## src/rtl/move_scheduler_if.sv

```systemverilog
// Command handshake between move_scheduler (master) and Game_Logic (slave).
interface move_scheduler_if;
  logic       cmd_valid;
  logic       cmd_ready;
  logic [1:0] cmd_op;

  modport master (output cmd_valid, output cmd_op, input cmd_ready);
  modport slave  (input cmd_valid, input cmd_op, output cmd_ready);
endinterface

```

## src/rtl/move_scheduler.sv

```systemverilog
// Latches move/gravity requests, arbitrates them and issues a bounded number per vertical blanking.
// Optional feature: define SOFT_DROP_REPEAT_EN for auto-repeat soft drop while DOWN is held.
module move_scheduler #(
  parameter int unsigned CMDS_PER_FRAME = 2,
  parameter int unsigned HOLDOFF_CYC    = 4,
  parameter int unsigned REPEAT_FRAMES  = 6
) (
  input  logic               vclk,
  input  logic               rst,
  input  logic               frz,
  input  logic               frame,
  input  logic               vblank_start,
  input  logic               in_vblank,
  input  logic               left_p,
  input  logic               right_p,
  input  logic               down_p,
  input  logic               down_lvl,
  move_scheduler_if.master   cmd,
  output logic [7:0]         coalesced
);

  typedef enum logic [1:0] {StIdle, StArb, StIssue, StHoldoff} state_e;

  // Pending bit order: 0 gravity, 1 left, 2 right, 3 down.
  localparam int unsigned BitG = 0;
  localparam int unsigned BitD = 3;

  state_e      state_q, state_d;
  logic [3:0]  pend_q, pend_d;
  logic [3:0]  grant_q, grant_d;
  logic [1:0]  op_q, op_d;
  logic [1:0]  rr_last_q, rr_last_d;
  logic [2:0]  budget_q, budget_d;
  logic [3:0]  hold_q, hold_d;
  logic [7:0]  coal_q, coal_d;
  logic        rep_hit;
  logic        accept;
  logic [3:0]  set_req, clr_req, bump;
  logic [2:0]  bump_cnt;
  logic [8:0]  coal_sum;
  logic        rr_any;
  logic [1:0]  rr_pick;

`ifdef SOFT_DROP_REPEAT_EN
  logic [7:0] rep_q, rep_d;

  always_comb begin
    rep_d   = rep_q;
    rep_hit = 1'b0;
    if (!down_lvl) begin
      rep_d = 8'd0;
    end else if (vblank_start) begin
      if (rep_q == 8'(REPEAT_FRAMES - 1)) begin
        rep_hit = 1'b1;
        rep_d   = 8'd0;
      end else begin
        rep_d = rep_q + 8'd1;
      end
    end
  end

  always_ff @(posedge vclk) begin
    if (rst) rep_q <= 8'd0;
    else     rep_q <= rep_d;
  end
`else
  logic unused_down_lvl;
  assign unused_down_lvl = down_lvl;
  assign rep_hit         = 1'b0;
`endif

  assign accept  = (state_q == StIssue) && cmd.cmd_ready;
  assign set_req = {down_p | rep_hit, right_p, left_p, frame & ~frz};
  assign clr_req = accept ? grant_q : 4'b0000;
  // Set wins over clear, so a request arriving during its own accept is kept.
  assign pend_d  = (pend_q & ~clr_req) | set_req;
  assign bump    = set_req & pend_q & ~clr_req;

  always_comb begin
    bump_cnt = 3'(bump[0]) + 3'(bump[1]) + 3'(bump[2]) + 3'(bump[3]);
    coal_sum = {1'b0, coal_q} + 9'(bump_cnt);
    coal_d   = coal_sum[8] ? 8'hff : coal_sum[7:0];
  end

  // Round robin over left/right/down, starting just after the last granted one.
  always_comb begin
    int unsigned idx;
    rr_any  = 1'b0;
    rr_pick = rr_last_q;
    for (int k = 1; k <= 3; k++) begin
      idx = (int'(rr_last_q) + k) % 3;
      if (!rr_any && pend_q[idx+1]) begin
        rr_any  = 1'b1;
        rr_pick = 2'(idx);
      end
    end
  end

  always_comb begin
    state_d   = state_q;
    op_d      = op_q;
    grant_d   = grant_q;
    rr_last_d = rr_last_q;
    hold_d    = hold_q;
    unique case (state_q)
      StIdle: begin
        if ((|pend_q) && in_vblank && !frz && (budget_q != 3'd0)) state_d = StArb;
      end
      StArb: begin
        state_d = StIssue;
        if (pend_q[BitG]) begin
          // Gravity absorbs a pending soft drop into the same command.
          op_d    = 2'b00;
          grant_d = {pend_q[BitD], 2'b00, 1'b1};
        end else if (rr_any) begin
          op_d      = rr_pick + 2'd1;
          grant_d   = 4'b0010 << rr_pick;
          rr_last_d = rr_pick;
        end else begin
          state_d = StIdle;
        end
      end
      StIssue: begin
        if (cmd.cmd_ready) begin
          state_d = StHoldoff;
          hold_d  = 4'd0;
        end
      end
      StHoldoff: begin
        if (hold_q == 4'(HOLDOFF_CYC - 1)) state_d = StIdle;
        else                               hold_d  = hold_q + 4'd1;
      end
      default: state_d = StIdle;
    endcase
  end

  always_comb begin
    budget_d = budget_q;
    if (vblank_start)                      budget_d = 3'(CMDS_PER_FRAME);
    else if (accept && budget_q != 3'd0)   budget_d = budget_q - 3'd1;
  end

  always_ff @(posedge vclk) begin
    if (rst) begin
      state_q   <= StIdle;
      pend_q    <= 4'b0000;
      grant_q   <= 4'b0000;
      op_q      <= 2'b00;
      rr_last_q <= 2'd2;
      budget_q  <= 3'd0;
      hold_q    <= 4'd0;
      coal_q    <= 8'd0;
    end else begin
      state_q   <= state_d;
      pend_q    <= pend_d;
      grant_q   <= grant_d;
      op_q      <= op_d;
      rr_last_q <= rr_last_d;
      budget_q  <= budget_d;
      hold_q    <= hold_d;
      coal_q    <= coal_d;
    end
  end

  assign cmd.cmd_valid = (state_q == StIssue);
  assign cmd.cmd_op    = op_q;
  assign coalesced     = coal_q;

endmodule

```

## src/flat_wrapper.sv

```systemverilog
// flat-port wrapper written by rule: the top's interface ports become plain ports
module move_scheduler_flat 
#(
  parameter int unsigned CMDS_PER_FRAME = 2,
  parameter int unsigned HOLDOFF_CYC    = 4,
  parameter int unsigned REPEAT_FRAMES  = 6
)
  (vclk, rst, frz, frame, vblank_start, in_vblank, left_p, right_p, down_p, down_lvl, coalesced, cmd_cmd_valid, cmd_cmd_op, cmd_cmd_ready);
  move_scheduler_if cmd_i ();
  input  logic vclk;
  input  logic rst;
  input  logic frz;
  input  logic frame;
  input  logic vblank_start;
  input  logic in_vblank;
  input  logic left_p;
  input  logic right_p;
  input  logic down_p;
  input  logic down_lvl;
  output logic [7:0] coalesced;
  output wire logic [$bits(cmd_i.cmd_valid)-1:0] cmd_cmd_valid;
  output wire logic [$bits(cmd_i.cmd_op)-1:0] cmd_cmd_op;
  input wire logic [$bits(cmd_i.cmd_ready)-1:0] cmd_cmd_ready;
  assign cmd_cmd_valid = cmd_i.cmd_valid;
  assign cmd_cmd_op = cmd_i.cmd_op;
  assign cmd_i.cmd_ready = cmd_cmd_ready;
  move_scheduler #(.CMDS_PER_FRAME(CMDS_PER_FRAME), .HOLDOFF_CYC(HOLDOFF_CYC), .REPEAT_FRAMES(REPEAT_FRAMES)) u_core (.vclk(vclk), .rst(rst), .frz(frz), .frame(frame), .vblank_start(vblank_start), .in_vblank(in_vblank), .left_p(left_p), .right_p(right_p), .down_p(down_p), .down_lvl(down_lvl), .cmd(cmd_i), .coalesced(coalesced));
endmodule
```

## config.mk

```make
export PLATFORM = sky130hd
export DESIGN_NAME = move_scheduler_flat
export DESIGN_NICKNAME = d
export VERILOG_FILES = /design/src/rtl/move_scheduler_if.sv /design/src/rtl/move_scheduler.sv /design/src/flat_wrapper.sv
export SDC_FILE = /design/constraint.sdc
export NUM_CORES = 1
export LEC_CHECK = 0
export BUFFER_PORTS_ARGS = -buffer_cell sky130_fd_sc_hd__buf_2
export CAP_MARGIN = 20
export CORE_AREA = 3 3 70 72
export CTS_BUF_LIST = sky130_fd_sc_hd__clkbuf_2 sky130_fd_sc_hd__clkbuf_4 sky130_fd_sc_hd__clkbuf_8
export DETAILED_ROUTE_END_ITERATION = 8
export DIE_AREA = 0 0 73 75
export PLACE_DENSITY = 0.69
export SLEW_MARGIN = 20
export SYNTH_ARGS = -nofsm -noshare
export SYNTH_HDL_FRONTEND = slang
export SYNTH_SLANG_ARGS = --single-unit
```

## constraint.sdc

```tcl
create_clock -name vclk -period 4.5 [get_ports vclk]
set_input_delay 0.45 -clock vclk [delete_from_list [all_inputs] [get_ports vclk]]
set_output_delay 0.45 -clock vclk [all_outputs]
set_load 0.01 [all_outputs]
```

=== Word-level counts from Yosys, hierarchy flattened ===
Index checks and enable logic that the tools add are counted.
Widths: inputs -> output; s select.

* Add/subtract/negate cells: 13
* Div/mod/pow operators: 3
* Magnitude comparators: 3
* Eq/ne operators: 8
* Shift operators: 1
* Mux-type cells: 29
* Bitwise operators: 8
* Reductions and logical operators: 21

{| class="wikitable"
|+ Operator list
! kind !! number
|-
| $add 32x1->32 const B || 3
|-
| $lt 32x3->1 const B || 3
|-
| $mod 32x3->32 const B || 3
|-
| $mux 2 || 12
|-
| $mux 4 || 5
|-
| $and 4x4->4 || 3
|-
| $add 8x3->9 || 1
|-
| $reduce_and 3->1 || 3
|-
| $mux 8 || 1
|-
| $pmux 2 s4 || 1
|-
| $pmux 4 s2 || 1
|-
| $logic_and 1x1->1 || 7
|-
| $add 2x2->3 const B || 2
|-
| $add 3x1->3 || 2
|-
| $bmux 1 s2 || 3
|-
| $mux 1 || 6
|-
| $ne 2x1->1 const B || 3
|-
| $reduce_bool 2->1 || 3
|-
| $add 4x1->4 const B || 1
|-
| $eq 2x2->1 const B || 2
|-
| $eq 4x2->1 const B || 1
|-
| $not 4->4 || 1
|-
| $or 4x4->4 || 1
|-
| $reduce_or 4->1 || 1
|-
| 14 further kinds || 17
|}

* Register bits after elaboration: 29
* Input bits: 11
* Output and inout bits: 11
* Logic and storage cells: 95

=== Logic depth before layout (Yosys ltp) ===
* Depth after elaboration: 15
* Depth in mapped cells: 15
* Gate-level depth less buffers: 13

=== Least setup slack after synthesis ===
No wires, ideal clock.

* Path kind: register to register
* From: reg with a tool-made name
* To: reg u_core.coal_q[7] (netlist: u_core.coalesced[7])
* Library setup time: 0.091 ns
* Arrival time: 3.272 ns
* Data required time: 4.409 ns
* Path slack: 1.137 ns
* Stages on the path, launching flop included: 15
* Buffers on the path: 2
* Period minus slack after synthesis: 3.363 ns
* Cells stage by stage: dfxtp_1 -> clkbuf_1 -> and3b_1 -> clkbuf_1 -> nand2_1 -> and3_1 -> ha_1 -> fa_1 -> ha_1 -> inv_1 -> fa_1 -> nor2b_1 -> nor2_1 -> o21a_1 -> a311oi_1

{| class="wikitable"
|+ RTL lines
! element !! line !! RTL
|-
| to (signal assigned) || move_scheduler.sv:161 || <nowiki>coal_q <= coal_d;</nowiki>
|-
| to (decl) || move_scheduler.sv:35 || <nowiki>logic [7:0] coal_q, coal_d;</nowiki>
|}

==> flow_summary.yaml <==
routing:
  drtAntennaViolNets: 0
  finalWirelength_um: 3440
  wl_per_cell_um: 13.0
  drc_errors: 0
  drt_iter0_drc: 71
  drt-vias-per-instance: 5.41
  vias: 1428
  drt_first_pass_iters: 4
worst_setup_path:
  end_kind: "flip-flop"
  cp-start-kind: "flip-flop"
  required_ps: 4680
  critPathArrivalTime_ps: 3740
  cp_max_fo: 10
  path_class: "flip-flop to flip-flop"
clock_network:
  cts_setup_buffers: 0
  cts_tree: "yes"
  insertion_delay_ps: 280
  htree_num_levels: 2
  root_buffer: "clkbuf_8"
  cts.path.max_buffers: 2
  path_clk_slew_ps: 70
  post_cts_resized: 0
  cts_buffers: 5
  cts_hold_buffers: 0
  cts_sinks: 29
sta:
  slew_viol_final: 0
  fmaxAchievable_mhz: 282
  maxSlewHeadroom: 0.595
  skew_ps: 8.90
  grt_setup_unrepaired: "no"
  hold_viol_final: 0
  tightest_slew_ps: 600
  setup_viol: 0
  period_needed_ps: 3550
  finalCritPeriodShare: 0.789
  setup_tns_ps: 0
floorplanning:
  initial_utilization: 0.399
  chipHeight_um: 75
  die_w_um: 73
  num_rows: 24
  core_area_mm2: 0.00435
  io_pins: 22
  dieArea_mm2: 0.00548
cells_and_area:
  num_antenna_cells: 0
  fillers: 433
  drive_gt1_frac: 0.189
  design_area_mm2: 0.00196
  syn_to_final_growth_pct: 12.4
  final_nets: 239
yosys:
  synth_seq_cells: 29
  synthFlopType: "dfxtp_1"
  yosysTopAreaCell: "dfxtp_1"
  yosys-top-cells-area: "dfxtp_1, ha_1, a21oi_1"
  yosysSeqAreaShare: 0.334
  yosysTopAreaCellShare: 0.334
  synthArstFlopShare: 0
  ys_types: 51
  syn_area_per_cell_um2: 9.11
  synth_nets: 219
  synth-edff-count: 0
  netlist_area_mm2: 0.00174
  ys.warnings.count: 0
  syn-instance-count: 191
power_and_ir_drop:
  p_leak_nw: 0.838
  ir_drop_mv: 0.196
  power_mw: 0.604
  powerDensity_mw_per_mm2: 309
grt:
  grt_pass1_wl_um: 5850
  grt_max_degree: 31
  grt_pass1_vias: 1250
  antenna_found_initial: 0
  overflow: 0
  grt_use_total: 0.141
run:
  cap_violations: 0
place:
  port_buffers: 20
  gp_congestion: 0.907
  place_area_mm2: 0.00187
  hpwl_um: 2500
outcome:
  status: "complete, no violations"
worst_hold_path:
  hp-class: "primary input to flip-flop"
[state kept, by name (all words and copies together), names as in the netlist, named ones only]
register           cells
u_core.rr_last_q       2
u_core.state_q         1
u_core.pend_q          4
u_core.cmd.cmd_op      2
u_core.grant_q         4
u_core.hold_q          4
u_core.budget_q        3
u_core.coalesced       8
[Yosys cell counts, drive strengths merged (2+ instances only)]
cell type / number
clkbuf: 5
xor2: 4
o31ai: 3
nor2: 13
o21ai: 6
and2: 2
inv: 14
xnor2: 2
and3: 4
nor2b: 3
or3b: 2
a22oi: 4
nand2b: 5
mux4: 3
buf: 2
a31oi: 2
nand4: 3
fa: 2
nand2: 12
mux2: 2
or3: 3
nor3: 6
ha: 15
nand3b: 4
o2111ai: 2
a21o: 2
a21oi: 16
mux2i: 3
dfxtp: 29
[report_power, final]
group	leakage, nW	internal (mW)	switching [mW]
clock	0.0484	0.113	0.0983
sequential	0.236	0.270	0.0137
combinational	0.554	0.0477	0.0614
[logic make-up (layout without fill, tap and decap cells)]
logic type | Yosys count | after routing | share of synthesized area
AND/OR/NAND/NOR | 64 | 64 | 0.205
AO/OA/AOI/OAI | 46 | 46 | 0.181
flip-flops | 29 | 29 | 0.334
buffers and inverters | 21 | 42 | 0.0504
adder cells (fa/ha/maj) | 17 | 17 | 0.131
multiplexers | 8 | 8 | 0.0691
XOR/XNOR | 6 | 6 | 0.0302
[layer usage]
metal	vias up	global-route usage	share of wire
met4	0	0.0676	0.019
met5	-	0	0
met2	24	0.201	0.43
met1	668	0.196	0.51
li1	729	-	-
met3	7	0.0414	0.047
[worst paths after layout]
kind | start | end | slack (ps) | cells after the start
max | flip-flop | u_core.coalesced[7] | 950 | 12
min | vblank_start | u_core.budget_q[0] | 370 | 2
max reg2reg | flip-flop | u_core.coalesced[7] | 950 | 12
min reg2reg | u_core.grant_q[0] | u_core.grant_q[0] | 470 | 2
[area by class of cell]
cell class                      count  area, um2  share of cell area
Sequential cell                    29        581               0.297
Tap cell                           52       65.1              0.0333
Timing Repair Buffer               20        100              0.0512
Inverter                           14       52.6              0.0269
Clock inverter                      2       10.0             0.00512
Clock buffer                        6       76.3              0.0390
Multi-Input combinational cell    141       1070               0.548
[cells in the final DEF, fill, tap and decap left out, drive strengths merged, types with 4 or more instances in the layout]
master,n
dfxtp,29
nand2b,5
a21oi,16
a22oi,4
and3,4
xor2,4
ha,15
inv,14
o21ai,6
nor2,13
nand3b,4
clkbuf,6
nand2,12
buf,20
nor3,6
[through the flow]
step,hold slack (ps),setup slack (ps),std cells,utilization
after floorplan,444,1140,191,-
after global placement,456,972,256,0.429
after detailed placement,462,962,256,0.429
after CTS,362,964,264,0.449
after global routing,381,667,264,0.449
final,371,949,264,0.449
[worst max-delay path: stages (launching register included)]
cell and delay [ps]:
dfxtp_1 480, and3b_1 430, nand2_1 110, and3_1 190, ha_1 290, fa_1 390, ha_1 310, inv_1 60
fa_1 410, nor2b_1 260, nor2_1 80, o21a_1 190, a311oi_1 250
Power figures use the tool's default switching activity.
